File: src/rtl/imi_cfg_sequencer.sv
// Register-bus initiator for the imitator channel bank: queues channel-relative
// commands and replays them with SETUP/STROBE/GAP bus timing and a read response port.
module imi_cfg_sequencer #(
    parameter int                    ADDR_WIDTH  = 16,
    parameter logic [ADDR_WIDTH-1:0] BASE_ADDR   = 16'h8000,
    parameter int                    CHNL_W      = 5,
    parameter int                    CHNL_SHIFT  = 6,
    parameter int                    HOLD_CYCLES = 3,
    parameter int                    GAP_CYCLES  = 1,
    parameter int                    FIFO_DEPTH  = 4
) (
    input  logic                  clk,
    input  logic                  reset_n,
    input  logic                  cmd_valid,
    output logic                  cmd_ready,
    input  logic                  cmd_write,
    input  logic [CHNL_W-1:0]     cmd_chnl,
    input  logic [CHNL_SHIFT-1:0] cmd_offset,
    input  logic [31:0]           cmd_wdata,
    output logic                  wr_en,
    output logic                  rd_en,
    output logic [ADDR_WIDTH-1:0] reg_addr,
    output logic [31:0]           wdata,
    input  logic [31:0]           rdata,
    output logic                  rsp_valid,
    input  logic                  rsp_ready,
    output logic [31:0]           rsp_data,
    output logic                  busy,
    output logic [15:0]           done_cnt
);

    // state    | meaning
    // S_IDLE   | waiting for a queued command; pops the FIFO head when present
    // S_SETUP  | address/data driven one cycle ahead of the strobe
    // S_STROBE | wr_en or rd_en high for HOLD_CYCLES clocks
    // S_RESP   | read data held until the consumer takes it
    // S_GAP    | GAP_CYCLES idle clocks before the next command
    typedef enum logic [2:0] {
        S_IDLE,
        S_SETUP,
        S_STROBE,
        S_RESP,
        S_GAP
    } state_t;

    localparam int PTR_W = (FIFO_DEPTH > 1) ? $clog2(FIFO_DEPTH) : 1;
    localparam int CNT_W = PTR_W + 1;

    typedef struct packed {
        logic                  write;
        logic [ADDR_WIDTH-1:0] addr;
        logic [31:0]           data;
    } entry_t;

    state_t                state_q, state_d;
    entry_t                mem_q [FIFO_DEPTH];
    entry_t                mem_d [FIFO_DEPTH];
    logic [PTR_W-1:0]      wr_ptr_q, wr_ptr_d;
    logic [PTR_W-1:0]      rd_ptr_q, rd_ptr_d;
    logic [CNT_W-1:0]      count_q, count_d;
    logic [3:0]            tmr_q, tmr_d;
    logic                  write_q, write_d;
    logic                  wr_en_q, wr_en_d;
    logic                  rd_en_q, rd_en_d;
    logic [ADDR_WIDTH-1:0] reg_addr_q, reg_addr_d;
    logic [31:0]           wdata_q, wdata_d;
    logic                  rsp_valid_q, rsp_valid_d;
    logic [31:0]           rsp_data_q, rsp_data_d;
    logic [15:0]           done_cnt_q, done_cnt_d;

    logic                  full, empty, push, pop;
    logic [ADDR_WIDTH-1:0] cmd_addr;
    entry_t                head;

    assign full  = (count_q == CNT_W'(FIFO_DEPTH));
    assign empty = (count_q == '0);
    assign push  = cmd_valid && !full;
    assign pop   = (state_q == S_IDLE) && !empty;

    // Address arithmetic is modulo 2^ADDR_WIDTH; a bank near the top of the map wraps to 0.
    assign cmd_addr = BASE_ADDR
                    + (ADDR_WIDTH'(cmd_chnl) << CHNL_SHIFT)
                    + ADDR_WIDTH'(cmd_offset);

    always_comb begin
        state_d     = state_q;
        mem_d       = mem_q;
        wr_ptr_d    = wr_ptr_q;
        rd_ptr_d    = rd_ptr_q;
        count_d     = count_q;
        tmr_d       = tmr_q;
        write_d     = write_q;
        wr_en_d     = wr_en_q;
        rd_en_d     = rd_en_q;
        reg_addr_d  = reg_addr_q;
        wdata_d     = wdata_q;
        rsp_valid_d = rsp_valid_q;
        rsp_data_d  = rsp_data_q;
        done_cnt_d  = done_cnt_q;
        head        = mem_q[rd_ptr_q];

        if (push) begin
            mem_d[wr_ptr_q].write = cmd_write;
            mem_d[wr_ptr_q].addr  = cmd_addr;
            mem_d[wr_ptr_q].data  = cmd_write ? cmd_wdata : 32'h0;
            wr_ptr_d              = wr_ptr_q + 1'b1;
        end
        if (pop) begin
            rd_ptr_d = rd_ptr_q + 1'b1;
        end
        count_d = count_q + CNT_W'(push) - CNT_W'(pop);

        case (state_q)
            S_IDLE: begin
                if (!empty) begin
                    write_d    = head.write;
                    reg_addr_d = head.addr;
                    wdata_d    = head.data;
                    state_d    = S_SETUP;
                end
            end
            S_SETUP: begin
                wr_en_d = write_q;
                rd_en_d = !write_q;
                tmr_d   = 4'(HOLD_CYCLES - 1);
                state_d = S_STROBE;
            end
            S_STROBE: begin
                if (tmr_q == 4'd0) begin
                    wr_en_d    = 1'b0;
                    rd_en_d    = 1'b0;
                    done_cnt_d = done_cnt_q + 16'd1;
                    if (!write_q) begin
                        rsp_data_d  = rdata;
                        rsp_valid_d = 1'b1;
                        state_d     = S_RESP;
                    end else if (GAP_CYCLES == 0) begin
                        state_d = S_IDLE;
                    end else begin
                        tmr_d   = 4'(GAP_CYCLES - 1);
                        state_d = S_GAP;
                    end
                end else begin
                    tmr_d = tmr_q - 4'd1;
                end
            end
            S_RESP: begin
                if (rsp_ready) begin
                    rsp_valid_d = 1'b0;
                    if (GAP_CYCLES == 0) begin
                        state_d = S_IDLE;
                    end else begin
                        tmr_d   = 4'(GAP_CYCLES - 1);
                        state_d = S_GAP;
                    end
                end
            end
            S_GAP: begin
                if (tmr_q == 4'd0) begin
                    state_d = S_IDLE;
                end else begin
                    tmr_d = tmr_q - 4'd1;
                end
            end
            default: state_d = S_IDLE;
        endcase
    end

    // FIFO storage needs no reset: the pointers and count define its contents.
    always_ff @(posedge clk) begin
        mem_q <= mem_d;
        if (!reset_n) begin
            state_q     <= S_IDLE;
            wr_ptr_q    <= '0;
            rd_ptr_q    <= '0;
            count_q     <= '0;
            tmr_q       <= '0;
            write_q     <= 1'b0;
            wr_en_q     <= 1'b0;
            rd_en_q     <= 1'b0;
            reg_addr_q  <= '0;
            wdata_q     <= '0;
            rsp_valid_q <= 1'b0;
            rsp_data_q  <= '0;
            done_cnt_q  <= '0;
        end else begin
            state_q     <= state_d;
            wr_ptr_q    <= wr_ptr_d;
            rd_ptr_q    <= rd_ptr_d;
            count_q     <= count_d;
            tmr_q       <= tmr_d;
            write_q     <= write_d;
            wr_en_q     <= wr_en_d;
            rd_en_q     <= rd_en_d;
            reg_addr_q  <= reg_addr_d;
            wdata_q     <= wdata_d;
            rsp_valid_q <= rsp_valid_d;
            rsp_data_q  <= rsp_data_d;
            done_cnt_q  <= done_cnt_d;
        end
    end

    assign cmd_ready = !full;
    assign wr_en     = wr_en_q;
    assign rd_en     = rd_en_q;
    assign reg_addr  = reg_addr_q;
    assign wdata     = wdata_q;
    assign rsp_valid = rsp_valid_q;
    assign rsp_data  = rsp_data_q;
    assign done_cnt  = done_cnt_q;
    assign busy      = (state_q != S_IDLE) || !empty || rsp_valid_q;

endmodule
File: config.mk
export PLATFORM = sky130hd
export DESIGN_NAME = imi_cfg_sequencer
export DESIGN_NICKNAME = d
export VERILOG_FILES = /design/src/rtl/imi_cfg_sequencer.sv
export SDC_FILE = /design/constraint.sdc
export NUM_CORES = 1
export LEC_CHECK = 0
export BUFFER_PORTS_ARGS = -buffer_cell sky130_fd_sc_hd__buf_2
export CAP_MARGIN = 10
export CORE_UTILIZATION = 30
export DETAILED_ROUTE_END_ITERATION = 10
export PLACE_DENSITY = 0.5
export SLEW_MARGIN = 40
export SYNTH_ARGS = -nofsm -noshare
export SYNTH_HDL_FRONTEND = slang
export SYNTH_SLANG_ARGS = --single-unit
File: constraint.sdc
create_clock -name clk -period 6.35 [get_ports clk]
set_clock_uncertainty 0.05 [all_clocks]
set_input_delay 1.27 -clock clk [delete_from_list [all_inputs] [get_ports clk]]
set_output_delay 1.27 -clock clk [all_outputs]
set_load 0.005 [all_outputs]
==> flow_summary.yaml <==
status:
  status: "finished clean"
timing:
  fmax_ghz: 0.3212
  timing.final.max_slew_violations: 0
  setup_viol_count_final: 0
  finalSetupTns_ns: 0
  max_slew.worst_pin.slew_ns: 0.7302
  post-route-period-util: 0.4902
  maxSlewHeadroom: 0.5132
  count_of_endpoints_failing_hold_in_the_final_timing_report: 0
  final.hold.worst_slack_ns: 0.3992
  setup_slack_ns: 3.237
  unrepaired_setup_endpoints_after_global_routing: "false"
  period_needed_ns: 3.113
global_route:
  grt_busiest_layer: "met2"
  global_route.usage.met2: 0.2413
  grt_start_max_net_pins: 133
  met3_grt_util: 0.04323
  grt_first_pass_wirelength_mm: 44.29
  antenna_found_initial: 7
  overflow: 0
  grt_pass1_vias: 7595
  met1_use_gr: 0.1902
  grt_usage: 0.1472
clock_network:
  cts-buffers-inserted: 34
  post_cts_resized: 0
  cts-root-to-sink-buffers: 3
  cts_tree: "built"
  clock_tree.root_cell: "sky130_fd_sc_hd__clkbuf_16"
  clk_transition_reported_paths_ns: 0.06
  cts_setup_buffers: 0
  post_cts_hold_buffer_count: 0
  worstSkewPairLatency_ns: 0.52
  htree_levels: 2
  clock-sinks: 286
logic_synthesis:
  post_synth_instance_area_um2: 11610
  yosys.area.top_type: "sky130_fd_sc_hd__edfxtp_1"
  yosys_warnings: 0
  post_synth_main_area_contributors: "sky130_fd_sc_hd__edfxtp_1, sky130_fd_sc_hd__dfxtp_1, sky130_fd_sc_hd__mux4_2"
  synth_seq_area_share: 0.6450
  number_of_synthesized_flops_with_an_enable_pin: 176
  cells_after_synthesis: 935
  synth_area_per_cell_um2: 12.42
  synth_seq_cells: 286
  postSynth.asyncResetShare: 0
  synthDistinctLibCells: 45
  dominantRegCellSynth: "sky130_fd_sc_hd__edfxtp_1"
  synth_largest_type_area_fraction: 0.4553
routing:
  detailedRoute.firstPassIterationCount: 5
  ant_nets: 0
  wl_per_cell_um: 17.87
  drt_iter0_drc: 456
  wl_mm: 29.12
  post-route-drc-count: 0
  num_vias: 7679
  route.detailed.vias_per_inst: 4.711
placement:
  post-place-ws_ns: 3.251
  hpwlAfterDp_mm: 16.97
  buffer_ports.inserted: 176
  placer_s_final_routability_congestion_estimate: 0.7571
  place.detailed.instances: 1565
setup_path:
  critPathRequiredTime_ns: 5.03
  crit_fanout: 15
  arrival_ns: 1.79
  timing_worst_setup_path_type: "reg -> out"
  cp-end-kind: "output pin"
  worstSetupStartpointType: "flip-flop"
layout:
  finalNetCount: 1180
  stdcell_count: 1630
  final_core_utilization: 0.3741
  area_growth_pct: 21.97
  layout_cell_share_with_drive_strength_beyond_1: 0.2661
floorplanning:
  dieHeight_um: 198.7
  placeableCoreArea_um2: 37840
  floorplan.die.width_um: 198.7
  start_util: 0.3068
  fp.dieArea_um2: 39490
  num_rows: 71
  floorplan.io_pins: 181
pwr:
  power.static_leakage_nw: 5.699
  vdd_drop_max_mv: 0.2742
  power_density_nw_per_um2: 419.3
job:
  drv.max_cap_violation_count: 0
worst_hold_path:
  hold_class: "reg -> reg"
## cell type report
| cell class | instances | area [um^2] |
|---|---|---|
| Inverter | 15 | 61.31 |
| Timing Repair Buffer | 191 | 1010 |
| Clock inverter | 8 | 137.6 |
| Tap cell | 511 | 639.4 |
| Multi-Input combinational cell | 562 | 3794 |
| Antenna cell | 3 | 7.507 |
| Clock buffer | 54 | 1017 |
| Sequential cell | 286 | 7492 |
| Fill cell | 3747 | 23690 |
## worst max-delay path, stage by stage, from the launching register on
cell,delay (ns)
sky130_fd_sc_hd__dfxtp_1,0.45
sky130_fd_sc_hd__nor3_1,0.51
sky130_fd_sc_hd__nand3b_1,0.17
sky130_fd_sc_hd__buf_2,0.16
## flip-flops by register name (all words and copies together) (netlist names), 2 cells and up
register  flops
rd_ptr_q      2
rsp_data     32
mem_q       176
state_q       3
tmr_q         4
count_q       3
wdata        32
wr_ptr_q      2
reg_addr     12
done_cnt     16
## layout by cell type, fill, tap and decap left out, types with 4 or more instances in the layout
master | Yosys | layout
sky130_fd_sc_hd__xor2_1 | 4 | 4
sky130_fd_sc_hd__xnor2_1 | 8 | 8
sky130_fd_sc_hd__conb_1 | 1 | 4
sky130_fd_sc_hd__clkbuf_1 | 59 | 12
sky130_fd_sc_hd__o31ai_1 | 5 | 5
sky130_fd_sc_hd__buf_4 | 4 | 13
sky130_fd_sc_hd__ha_1 | 9 | 9
sky130_fd_sc_hd__o21ai_0 | 9 | 9
sky130_fd_sc_hd__or3_1 | 6 | 6
sky130_fd_sc_hd__a21oi_1 | 95 | 95
sky130_fd_sc_hd__and3_1 | 132 | 128
sky130_fd_sc_hd__clkbuf_16 | 0 | 35
sky130_fd_sc_hd__mux4_2 | 44 | 44
sky130_fd_sc_hd__buf_2 | 6 | 176
sky130_fd_sc_hd__or4_1 | 5 | 5
sky130_fd_sc_hd__nand2_1 | 166 | 165
sky130_fd_sc_hd__nor4_1 | 4 | 4
sky130_fd_sc_hd__nand3_1 | 10 | 10
sky130_fd_sc_hd__edfxtp_1 | 176 | 176
sky130_fd_sc_hd__nor3_1 | 5 | 4
sky130_fd_sc_hd__dfxtp_1 | 110 | 108
sky130_fd_sc_hd__inv_1 | 15 | 13
sky130_fd_sc_hd__nor2_1 | 18 | 18
sky130_fd_sc_hd__clkbuf_8 | 0 | 7
sky130_fd_sc_hd__and3_2 | 0 | 4
## final timing paths
path | start | endpoint | slack, ns | cells after the start
worst max-delay path | state_q[0] | busy | 3.24 | 3
worst min-delay path | rsp_data[28] | rsp_data[28] | 0.40 | 2
worst max register to register | state_q[0] | count_q[2] | 3.29 | 11
worst min register to register | rsp_data[28] | rsp_data[28] | 0.40 | 2
## report_power, final
| group | internal (W) | switching (W) |
|---|---|---|
| Clock | 0.00123 | 0.000759 |
| Sequential | 0.00230 | 0.000179 |
| Combinational | 0.000593 | 0.000885 |
| Total | 0.00411 | 0.00182 |
## Yosys cell counts, types with 4 or more instances
master / count
sky130_fd_sc_hd__nor2_1: 18
sky130_fd_sc_hd__dfxtp_1: 110
sky130_fd_sc_hd__clkbuf_1: 59
sky130_fd_sc_hd__a21oi_1: 95
sky130_fd_sc_hd__inv_1: 15
sky130_fd_sc_hd__o31ai_1: 5
sky130_fd_sc_hd__buf_4: 4
sky130_fd_sc_hd__and3_1: 132
sky130_fd_sc_hd__buf_2: 6
sky130_fd_sc_hd__edfxtp_1: 176
sky130_fd_sc_hd__nand3_1: 10
sky130_fd_sc_hd__or3_1: 6
sky130_fd_sc_hd__nand2_1: 166
sky130_fd_sc_hd__o21ai_0: 9
sky130_fd_sc_hd__mux4_2: 44
sky130_fd_sc_hd__xor2_1: 4
sky130_fd_sc_hd__nor3_1: 5
sky130_fd_sc_hd__nor4_1: 4
sky130_fd_sc_hd__buf_1: 5
sky130_fd_sc_hd__xnor2_1: 8
sky130_fd_sc_hd__ha_1: 9
sky130_fd_sc_hd__or4_1: 5
## metal layers
metal / up-vias / wire length [um]
met4: 8 / 385
met2: 208 / 13730
met3: 35 / 2051
met5: - / 58
li1: 3737 / -
met1: 3691 / 12890
## cells by family (layout without fill, tap and decap cells)
kind of cell | after synthesis | count (layout) | synth area share
simple gates | 370 | 370 | 0.1611
buf+inv | 90 | 268 | 0.03115
other cells | 1 | 7 | 0.0003230
fa+ha+maj | 10 | 10 | 0.01143
mux | 44 | 44 | 0.08536
flops | 286 | 286 | 0.6450
compound gates | 122 | 122 | 0.05659
xor+xnor | 12 | 12 | 0.009054
## per-stage QoR
stage | total power [W] | cell area (um^2)
3_3_place_gp | 0.004012 | 12960
4_1_cts | 0.006047 | 14150
2_1_floorplan | 0.003433 | 11620
6_report | 0.005937 | 14160
5_1_grt | 0.006294 | 14150
3_5_place_dp | 0.004039 | 12990
(Power assumes the default switching activity.)
